[src/rtl/move_pkg.sv]
// Shared types and default widths for the move sequencer.
package move_pkg;

    localparam int unsigned PERIOD_W_DEF   = 32;
    localparam int unsigned COUNT_W_DEF    = 16;
    localparam int unsigned MIN_PERIOD_DEF = 2;

    typedef enum logic [1:0] {
        ST_IDLE  = 2'd0,
        ST_SETUP = 2'd1,
        ST_RUN   = 2'd2,
        ST_DONE  = 2'd3
    } state_e;

endpackage

[src/rtl/move_sequencer_if.sv]
// Command handshake and status bundle between a controller and the sequencer.
interface move_sequencer_if
    import move_pkg::*;
#(
    parameter int unsigned PERIOD_W = PERIOD_W_DEF,
    parameter int unsigned COUNT_W  = COUNT_W_DEF
) ();

    logic                cmd_valid;
    logic                cmd_ready;
    logic [PERIOD_W-1:0] cmd_period;
    logic [COUNT_W-1:0]  cmd_steps;
    logic                cmd_dir;
    logic                abort;
    logic                step_out;
    logic                dir_out;
    logic                busy;
    logic                done;
    logic                aborted;
    logic                err;
    logic [COUNT_W-1:0]  steps_left;

    modport master (
        output cmd_valid, cmd_period, cmd_steps, cmd_dir, abort,
        input  cmd_ready, step_out, dir_out, busy, done, aborted, err, steps_left
    );

    modport slave (
        input  cmd_valid, cmd_period, cmd_steps, cmd_dir, abort,
        output cmd_ready, step_out, dir_out, busy, done, aborted, err, steps_left
    );

endinterface

[src/rtl/tick_gen.sv]
// Step-period divider: counts 0..period-1 while enabled, tick marks the wrap cycle.
module tick_gen
    import move_pkg::*;
#(
    parameter int unsigned PERIOD_W = PERIOD_W_DEF
) (
    input  logic                clk_in,
    input  logic                reset_n,
    input  logic                load_i,
    input  logic [PERIOD_W-1:0] period_i,
    input  logic                clear_i,
    input  logic                en_i,
    output logic                tick_o
);

    logic [PERIOD_W-1:0] period_q, period_d;
    logic [PERIOD_W-1:0] count_q, count_d;
    logic                tick_q, tick_d;

    // Next period/count; tick is precomputed so it is a flop aligned with count_q.
    always_comb begin
        period_d = period_q;
        count_d  = count_q;
        if (load_i) begin
            period_d = period_i;
        end
        if (clear_i) begin
            count_d = '0;
        end else if (en_i) begin
            count_d = tick_q ? '0 : count_q + PERIOD_W'(1);
        end
        tick_d = (count_d == period_d - PERIOD_W'(1));
    end

    // Counter state.
    always_ff @(posedge clk_in or negedge reset_n) begin
        if (!reset_n) begin
            period_q <= '0;
            count_q  <= '0;
            tick_q   <= 1'b0;
        end else begin
            period_q <= period_d;
            count_q  <= count_d;
            tick_q   <= tick_d;
        end
    end

    assign tick_o = tick_q;

endmodule

[src/rtl/move_sequencer.sv]
// Stepper move sequencer: accepts a move command and issues timed step pulses.
module move_sequencer
    import move_pkg::*;
#(
    parameter int unsigned PERIOD_W   = PERIOD_W_DEF,
    parameter int unsigned COUNT_W    = COUNT_W_DEF,
    parameter int unsigned MIN_PERIOD = MIN_PERIOD_DEF
) (
    input  logic            clk_in,
    input  logic            reset_n,
    move_sequencer_if.slave bus
);

    state_e               state_q, state_d;
    logic                 dir_q, dir_d;
    logic [COUNT_W-1:0]   steps_q, steps_d;
    logic                 done_q, done_d;
    logic                 aborted_q, aborted_d;
    logic                 err_q, err_d;
    logic                 busy_q, busy_d;
    logic                 ready_q, ready_d;

    logic                 accept;
    logic                 tick;
    logic                 tg_load;
    logic                 tg_clear;
    logic                 tg_en;
    logic                 step_c;

    assign accept = bus.cmd_valid & ready_q;

    tick_gen #(
        .PERIOD_W (PERIOD_W)
    ) u_tick_gen (
        .clk_in   (clk_in),
        .reset_n  (reset_n),
        .load_i   (tg_load),
        .period_i (bus.cmd_period),
        .clear_i  (tg_clear),
        .en_i     (tg_en),
        .tick_o   (tick)
    );

    // Next-state, pulse and counter-control decode.
    always_comb begin
        state_d   = state_q;
        dir_d     = dir_q;
        steps_d   = steps_q;
        done_d    = 1'b0;
        aborted_d = 1'b0;
        err_d     = 1'b0;
        tg_load   = 1'b0;
        tg_clear  = 1'b0;
        tg_en     = 1'b0;
        step_c    = 1'b0;

        case (state_q)
            ST_IDLE: begin
                if (accept) begin
                    tg_load  = 1'b1;
                    tg_clear = 1'b1;
                    if (bus.cmd_period < PERIOD_W'(MIN_PERIOD)) begin
                        err_d = 1'b1;
                    end else if (bus.cmd_steps == '0) begin
                        done_d = 1'b1;
                    end else begin
                        state_d = ST_SETUP;
                        dir_d   = bus.cmd_dir;
                        steps_d = bus.cmd_steps;
                    end
                end
            end
            ST_SETUP: begin
                if (bus.abort) begin
                    state_d   = ST_IDLE;
                    aborted_d = 1'b1;
                end else begin
                    state_d = ST_RUN;
                end
            end
            ST_RUN: begin
                // Abort beats a coincident tick: no pulse, no decrement.
                if (bus.abort) begin
                    state_d   = ST_IDLE;
                    aborted_d = 1'b1;
                end else begin
                    tg_en = 1'b1;
                    if (tick) begin
                        step_c  = 1'b1;
                        steps_d = steps_q - COUNT_W'(1);
                        if (steps_q == COUNT_W'(1)) begin
                            state_d = ST_DONE;
                            done_d  = 1'b1;
                        end
                    end
                end
            end
            ST_DONE: begin
                state_d = ST_IDLE;
            end
            default: begin
                state_d = ST_IDLE;
            end
        endcase

        busy_d  = (state_d == ST_SETUP) || (state_d == ST_RUN);
        ready_d = (state_d == ST_IDLE);
    end

    // State and registered outputs.
    always_ff @(posedge clk_in or negedge reset_n) begin
        if (!reset_n) begin
            state_q   <= ST_IDLE;
            dir_q     <= 1'b0;
            steps_q   <= '0;
            done_q    <= 1'b0;
            aborted_q <= 1'b0;
            err_q     <= 1'b0;
            busy_q    <= 1'b0;
            ready_q   <= 1'b0;
        end else begin
            state_q   <= state_d;
            dir_q     <= dir_d;
            steps_q   <= steps_d;
            done_q    <= done_d;
            aborted_q <= aborted_d;
            err_q     <= err_d;
            busy_q    <= busy_d;
            ready_q   <= ready_d;
        end
    end

    assign bus.cmd_ready  = ready_q;
    assign bus.step_out   = step_c;
    assign bus.dir_out    = dir_q;
    assign bus.busy       = busy_q;
    assign bus.done       = done_q;
    assign bus.aborted    = aborted_q;
    assign bus.err        = err_q;
    assign bus.steps_left = steps_q;

endmodule

[src/flat_wrapper.sv]
// flat-port wrapper written by rule: the top's interface ports become plain ports
module move_sequencer_flat import move_pkg::*;
#(
    parameter int unsigned PERIOD_W   = PERIOD_W_DEF,
    parameter int unsigned COUNT_W    = COUNT_W_DEF,
    parameter int unsigned MIN_PERIOD = MIN_PERIOD_DEF
)
  (clk_in, reset_n, bus_cmd_valid, bus_cmd_period, bus_cmd_steps, bus_cmd_dir, bus_abort, bus_cmd_ready, bus_step_out, bus_dir_out, bus_busy, bus_done, bus_aborted, bus_err, bus_steps_left);
  move_sequencer_if #(.PERIOD_W(PERIOD_W), .COUNT_W(COUNT_W)) bus_i ();
  input  logic clk_in;
  input  logic reset_n;
  input wire logic [$bits(bus_i.cmd_valid)-1:0] bus_cmd_valid;
  input wire logic [$bits(bus_i.cmd_period)-1:0] bus_cmd_period;
  input wire logic [$bits(bus_i.cmd_steps)-1:0] bus_cmd_steps;
  input wire logic [$bits(bus_i.cmd_dir)-1:0] bus_cmd_dir;
  input wire logic [$bits(bus_i.abort)-1:0] bus_abort;
  output wire logic [$bits(bus_i.cmd_ready)-1:0] bus_cmd_ready;
  output wire logic [$bits(bus_i.step_out)-1:0] bus_step_out;
  output wire logic [$bits(bus_i.dir_out)-1:0] bus_dir_out;
  output wire logic [$bits(bus_i.busy)-1:0] bus_busy;
  output wire logic [$bits(bus_i.done)-1:0] bus_done;
  output wire logic [$bits(bus_i.aborted)-1:0] bus_aborted;
  output wire logic [$bits(bus_i.err)-1:0] bus_err;
  output wire logic [$bits(bus_i.steps_left)-1:0] bus_steps_left;
  assign bus_i.cmd_valid = bus_cmd_valid;
  assign bus_i.cmd_period = bus_cmd_period;
  assign bus_i.cmd_steps = bus_cmd_steps;
  assign bus_i.cmd_dir = bus_cmd_dir;
  assign bus_i.abort = bus_abort;
  assign bus_cmd_ready = bus_i.cmd_ready;
  assign bus_step_out = bus_i.step_out;
  assign bus_dir_out = bus_i.dir_out;
  assign bus_busy = bus_i.busy;
  assign bus_done = bus_i.done;
  assign bus_aborted = bus_i.aborted;
  assign bus_err = bus_i.err;
  assign bus_steps_left = bus_i.steps_left;
  move_sequencer #(.PERIOD_W(PERIOD_W), .COUNT_W(COUNT_W), .MIN_PERIOD(MIN_PERIOD)) u_core (.clk_in(clk_in), .reset_n(reset_n), .bus(bus_i));
endmodule
[config.mk]
export PLATFORM = sky130hd
export DESIGN_NAME = move_sequencer_flat
export DESIGN_NICKNAME = d
export VERILOG_FILES = /design/src/rtl/move_pkg.sv /design/src/rtl/move_sequencer_if.sv /design/src/rtl/tick_gen.sv /design/src/rtl/move_sequencer.sv /design/src/flat_wrapper.sv
export SDC_FILE = /design/constraint.sdc
export NUM_CORES = 1
export LEC_CHECK = 0
export CORE_ASPECT_RATIO = 0.6
export CORE_UTILIZATION = 25
export CTS_CLUSTER_SIZE = 12
export DETAILED_ROUTE_END_ITERATION = 8
export PLACE_DENSITY = 0.49
export SYNTH_ARGS = -nofsm -noshare
export SYNTH_HDL_FRONTEND = slang
export SYNTH_SLANG_ARGS = --single-unit
[constraint.sdc]
create_clock -name clk_in -period 10.1 [get_ports clk_in]
set_input_delay 2.525 -clock clk_in [delete_from_list [all_inputs] [get_ports clk_in]]
set_output_delay 2.525 -clock clk_in [all_outputs]
set_load 0.05 [all_outputs]
==> run_results.csv, run 1 <==
group,metric,value,unit
critical_path,end_kind,"primary output",
global_routing,grt_antenna_before_repair,0,
die,start_util,25.8,%
synth,syn_nets,718,
critical_path,crit_path_start_kind,"input pin",
critical_path,worstSetupPathType,"input pin to primary output",
synth,syn_area,5750,µm²
die,dieHeight,119,µm
synth,avgSynthCellArea,8.76,µm²
synth,synth_top_cell_area_share,38.8,%
synth,synth_area_leaders,"dfrtp_1, xnor2_1, mux2i_1",
global_routing,gr-usage-met3,3.88,%
die,num_io_pins,76,
power_and_ir_drop,p_per_area,265,nW/µm²
power_and_ir_drop,ir_worst_vdd,0.0927,mV
clock_network,numClockSinks,89,
drt,ant_nets,0,
clock_network,cts_htree_levels,3,
drt,drc_errors,0,
critical_path,r2r_start,"u_core.state_q[0]",
clock_network,cts_buffers,9,
final_layout,area_growth,24.4,%
synth,synth_most_common_cell,"dfrtp_1",
synth,synth_edf_count,0,
drt,wl_per_cell,17.7,µm
final_layout,drive_gt1_share,5.76,%
synth,synthArstFlopShare,100,%
drt,vias,4999,
global_routing,grt_pass1_vias,4622,
clock_network,cts_hold_buffers,0,
power_and_ir_drop,power_frac_seq,30.1,%
sta,relSlewSlack,31.9,%
synth,synth_top_cell_by_area,"dfrtp_1",
final_layout,diodes,0,
clock_network,cts_resized,0,
drt,dr.first_iter.drc_count,494,
placement,routabilityCongestion,0.858,
sta,skew,9.19,ps
flow_run,cap_violations,0,
power_and_ir_drop,comb_power_share,50.2,%
power_and_ir_drop,p_sw_share,44.2,%
sta,hold_violations,0,
sta,fin_crit_sh,67.2,%
power_and_ir_drop,intPower,0.00106,W
clock_network,clk_pin_slew,60,ps
placement,dpl.hpwl,14200,µm
sta,tightest_slew,1020,ps
clock_network,insertion_delay,360,ps
clock_network,cts-root-buf,"clkbuf_16",
global_routing,grt_overflow,0,
hold_path,min_from,"u_core.bus.dir_out",
die,core,22300,µm²
synth,postSynthCellCount,656,
die,die-width,198,µm
critical_path,rr_endpoint,"u_core.u_tick_gen.tick_o",
die,die-area,23600,µm²
sta,max_freq,147,MHz
sta,setup_tns,0,ps
placement,portBuffers,75,
drt,dr.pass1.iters,5,
global_routing,gr-usage-met1,28.0,%
synth,yosysSeqAreaShare,38.8,%
sta,slew_viol_final,0,
sta,holdWs,513,ps
sta,fin_crit,6790,ps
power_and_ir_drop,p_sw,0.000838,W
critical_path,critPathArrivalTime,4270,ps
synth,ys_ff_latch,89,
critical_path,rr_worst_depth,12,
drt,vias_per_cell,4.82,
sta,rsz0062_at_grt,"false",
hold_path,hold_path_depth,1,
final_layout,final_nets,787,
synth,yosysWarnings,0,
synth,synthTopCellsByCount,"dfrtp_1, nand2_1, nor2_1",
clock_network,post_cts_buffers,0,
synth,synth.distinct_cells,56,
critical_path,required,7580,ps
critical_path,crit_fanout,6,
hold_path,hold_path.class,"flop to flop",
die,rows,42,
global_routing,busiest_layer,"met1",
critical_path,r2r_setup_slack,5510,ps
clock_network,cts_tree,"built",
hold_path,min_to,"u_core.bus.dir_out",
status,status,"completed",
global_routing,grt_usage,16.2,%
power_and_ir_drop,p_clk_share,19.7,%
drt,drt-total-wl,18400,µm
global_routing,grt_use_met2,18.7,%
clock_network,clock_path_buffers,2,
global_routing,grt_pass1_wl,28400,µm
global_routing,grt_max_degree,75,
power_and_ir_drop,power_leakage,2.85,nW
sta,finalSetupViolCount,0,
synth,ys.flop_type,"dfrtp_1",
## per-layer routing
metal  share of wire, %  vias up
li1                   -     2495
met1                 58     2366
met2                 35      127
met3                6.1       11
met4               0.82        0
met5                  0        -
## critical path, stage by stage
cell,delay [ps]
clkdlybuf4s50_1,490
nand3b_1,290
inv_1,140
clkdlybuf4s50_1,810
## area by class of cell
type | count | area (µm²)
clock inverter | 5 | 80.1
clock buffer | 10 | 239
timing repair buffer | 81 | 793
sequential | 89 | 2230
tap | 308 | 385
multi-input combinational | 511 | 3300
fill | 2374 | 15100
inverter | 33 | 124
## cells in the final DEF (no fill, tap or decap), types with 5 or more instances in the layout
master / instances
a21oi_1: 37
a31oi_1: 5
buf_4: 7
clkbuf_16: 9
clkdlybuf4s50_1: 74
dfrtp_1: 89
ha_1: 9
inv_1: 33
mux2_2: 6
mux2i_1: 30
nand2_1: 74
nand2b_1: 6
nand3_1: 35
nand3b_1: 5
nand4_1: 15
nor2_1: 51
nor2b_1: 5
nor3_1: 41
nor4_1: 24
o21ai_0: 24
o22ai_1: 15
or3_1: 15
xnor2_1: 46
xor2_1: 13
## sequential cells by signal (all words and copies together), names as in the netlist
name	cells
u_core.state_q	2
u_core.u_tick_gen.count_q	32
u_core.bus.busy	1
u_core.bus.steps_left	16
u_core.bus.done	1
u_core.u_tick_gen.period_q	32
u_core.bus.dir_out	1
u_core.bus.err	1
u_core.u_tick_gen.tick_o	1
u_core.bus.aborted	1
u_core.bus.cmd_ready	1
## per-stage QoR
step / worst slack (ps) / cells / total power [W] / cell area [µm²] / util, %
2_1_floorplan: 3090 / 656 / 0.00123 / 5750 / -
4_1_cts: 3280 / 1037 / 0.00191 / 7150 / 32.1
6_report: 3310 / 1037 / 0.00189 / 7150 / 32.1
3_5_place_dp: 3290 / 1022 / 0.00152 / 6830 / 30.7
3_3_place_gp: 3260 / 1022 / 0.00153 / 6830 / 30.7
5_1_grt: 3200 / 1037 / 0.00202 / 7150 / 32.1
## kinds of logic (layout without fill, tap and decap cells)
kind of cell,count (synthesis),count (layout),share of synthesized area [%]
mux,36,36,6.40
compound gates,103,103,10.9
simple gates,297,297,26.3
buf+inv,56,129,3.88
fa+ha+maj,9,9,1.96
flops,89,89,38.8
xor+xnor,66,66,11.8
## power by group through the flow
stage	Combinational [W]	Clock (W)	Sequential [W]
global route	0.00104	0.000397	0.000587
floorplan	0.000566	0	0.000663
finish	0.000951	0.000374	0.000570
detailed placement	0.000951	0	0.000574
global placement	0.000953	0	0.000574
CTS	0.000954	0.000386	0.000568
## how the worst max path moves through the flow
stage          slack, ps                  endpoint  cells past startpoint           from
2_1_floorplan       3090  u_core.u_tick_gen.tick_o                     17  bus_cmd_valid
3_3_place_gp        3260              bus_step_out                      4      bus_abort
3_5_place_dp        3290              bus_step_out                      4      bus_abort
4_1_cts             3280              bus_step_out                      4      bus_abort
5_1_grt             3200              bus_step_out                      4      bus_abort
6_report            3310              bus_step_out                      4      bus_abort
Power figures use the tool's default switching activity.
==> run 2, diff against run 1 <==
--- a/config.mk
+++ b/config.mk
@@ -9,7 +9,7 @@
 export CORE_UTILIZATION = 25
 export CTS_CLUSTER_SIZE = 12
 export DETAILED_ROUTE_END_ITERATION = 8
-export PLACE_DENSITY = 0.49
+export PLACE_DENSITY = 0.51
 export SYNTH_ARGS = -nofsm -noshare
 export SYNTH_HDL_FRONTEND = slang
 export SYNTH_SLANG_ARGS = --single-unit
==> constraint.sdc (replaced) <==
create_clock -name clk_in -period 5.9 [get_ports clk_in]
set_input_delay 1.475 -clock clk_in [delete_from_list [all_inputs] [get_ports clk_in]]
set_output_delay 1.475 -clock clk_in [all_outputs]
set_load 0.05 [all_outputs]
==> run 2 against run 1 <==
  * Combinational power grew 74%
  * Via count grew 3.5%
  * Worst hold slack gained 2.9 ps
  * Cell count grew 0.58%
  * Critical endpoint is now u_core.u_tick_gen.tick_o
  * Highest routed layer unchanged
==> run_results.csv, run 2 (synthesis gave the netlist of run 1 again) <==
group,metric,value,unit
drt,vias,5172,
clock_network,cts_hold_buffers,0,
critical_path,worstSetupPathType,"input pin to flop",
die,die-area,23600,µm²
die,die-width,198,µm
critical_path,crit_fanout,8,
sta,fin_crit_sh,88.4,%
clock_network,post_cts_buffers,0,
power_and_ir_drop,p_clk_share,18.9,%
global_routing,grt_max_degree,48,
power_and_ir_drop,ir_worst_vdd,0.151,mV
clock_network,cts_buffers,9,
clock_network,cts-root-buf,"clkbuf_16",
die,num_io_pins,76,
power_and_ir_drop,power_frac_seq,30.1,%
power_and_ir_drop,p_sw_share,44.5,%
die,dieHeight,119,µm
power_and_ir_drop,intPower,0.00180,W
sta,fin_crit,5220,ps
final_layout,fin_cells,1043,
power_and_ir_drop,p_sw,0.00144,W
sta,finalSetupViolCount,0,
critical_path,end_kind,"flop",
clock_network,cts_htree_levels,3,
die,start_util,25.8,%
final_layout,final_common_cell,"dfrtp_1",
global_routing,grt_pass1_wl,28100,µm
sta,setup_tns,0,ps
sta,max_freq,192,MHz
clock_network,insertion_delay,350,ps
drt,wl_per_cell,17.3,µm
placement,dpl.hpwl,14100,µm
clock_network,numClockSinks,89,
status,status,"completed",
final_layout,area_growth,25.0,%
drt,drc_errors,0,
global_routing,grt_antenna_before_repair,2,
power_and_ir_drop,comb_power_share,51.0,%
sta,tightest_slew,790,ps
placement,pre_cts_ws,286,ps
sta,slew_viol_final,0,
critical_path,required,6140,ps
sta,relSlewSlack,46.8,%
final_layout,diodes,0,
power_and_ir_drop,power_leakage,2.87,nW
global_routing,grt_overflow,0,
sta,rsz0062_at_grt,"false",
sta,skew,6.98,ps
clock_network,cts_tree,"built",
placement,placedCellCount,1027,
power_and_ir_drop,p_per_area,451,nW/µm²
clock_network,cts_resized,0,
drt,dr.first_iter.drc_count,444,
drt,vias_per_cell,4.96,
sta,fin_ws,682,ps
die,core,22300,µm²
die,rows,42,
critical_path,critPathArrivalTime,5460,ps
clock_network,clk_pin_slew,70,ps
sta,hold_violations,0,
global_routing,grt_pass1_vias,4724,
hold_path,hold_path.class,"flop to flop",
global_routing,grt_usage,15.9,%
drt,ant_nets,0,
placement,portBuffers,75,
placement,routabilityCongestion,0.826,
final_layout,final_nets,792,
flow_run,cap_violations,0,
final_layout,final_cell_mix,"dfrtp_1, nand2_1, clkdlybuf4s50_1",
final_layout,drive_gt1_share,6.53,%
drt,dr.pass1.iters,5,
clock_network,clock_path_buffers,2,
critical_path,crit_path_start_kind,"input pin",
drt,drt-total-wl,18000,µm
-- run 2: changes by cell type in the layout (fill, tap and decap cells not counted), sizes merged --
cell,before,now
buf,7,12
clkbuf,10,11
bufinv,2,1
inv,33,34
-- run 2: final cells by class --
class / count / area (µm²)
fill: 2359 / 15100
multi-input combinational: 511 / 3300
tap: 308 / 385
sequential: 89 / 2230
clock buffer: 11 / 253
timing repair buffer: 86 / 831
clock inverter: 5 / 62.6
inverter: 33 / 124
-- run 2: power groups by stage --
stage | sequential (W) | combinational (W) | clock [W]
final | 0.000974 | 0.00165 | 0.000613
after global routing | 0.00100 | 0.00178 | 0.000663
after CTS | 0.000971 | 0.00165 | 0.000640
after detailed placement | 0.000982 | 0.00165 | 0
after global placement | 0.000983 | 0.00165 | 0
after floorplan | 0.00113 | 0.000969 | 0
-- run 2: per-layer routing --
metal	track usage (%)	wire [µm]	up-vias
met3	3.63	1040	12
met5	0	0	-
li1	-	-	2506
met1	27.7	10500	2520
met2	18.0	6240	134
met4	3.25	198	0
-- run 2: stage by stage --
stage	area (µm²)	total power, W	hold slack [ps]	utilization, %
final	7180	0.00324	516	32.2
after global routing	7180	0.00345	529	32.2
after global placement	6870	0.00263	499	30.8
after CTS	7180	0.00326	520	32.2
after floorplan	5750	0.00210	477	-
after detailed placement	6870	0.00263	503	30.8
-- run 2: path summary, 6_finish.rpt --
kind	start	endpoint	slack, ps	cells after the start
worst min register to register	u_core.bus.dir_out	u_core.bus.dir_out	520	1
worst max register to register	u_core.state_q[0]	u_core.u_tick_gen.tick_o	1700	12
worst min-delay path	u_core.bus.dir_out	u_core.bus.dir_out	520	1
min in group asynchronous	reset_n	u_core.u_tick_gen.count_q[31]	1150	1
max in group asynchronous	reset_n	u_core.u_tick_gen.period_q[6]	3720	2
worst max-delay path	bus_abort	u_core.u_tick_gen.tick_o	680	10
-- run 2: critical path, stage by stage --
cell and delay [ps]:
clkdlybuf4s50_1 510, nand3b_1 320, or4_1 720, nor4_1 390, mux2i_1 370, xnor3_1 370
or4_1 420, a2111oi_2 200, or4b_1 480, a2111oi_2 210
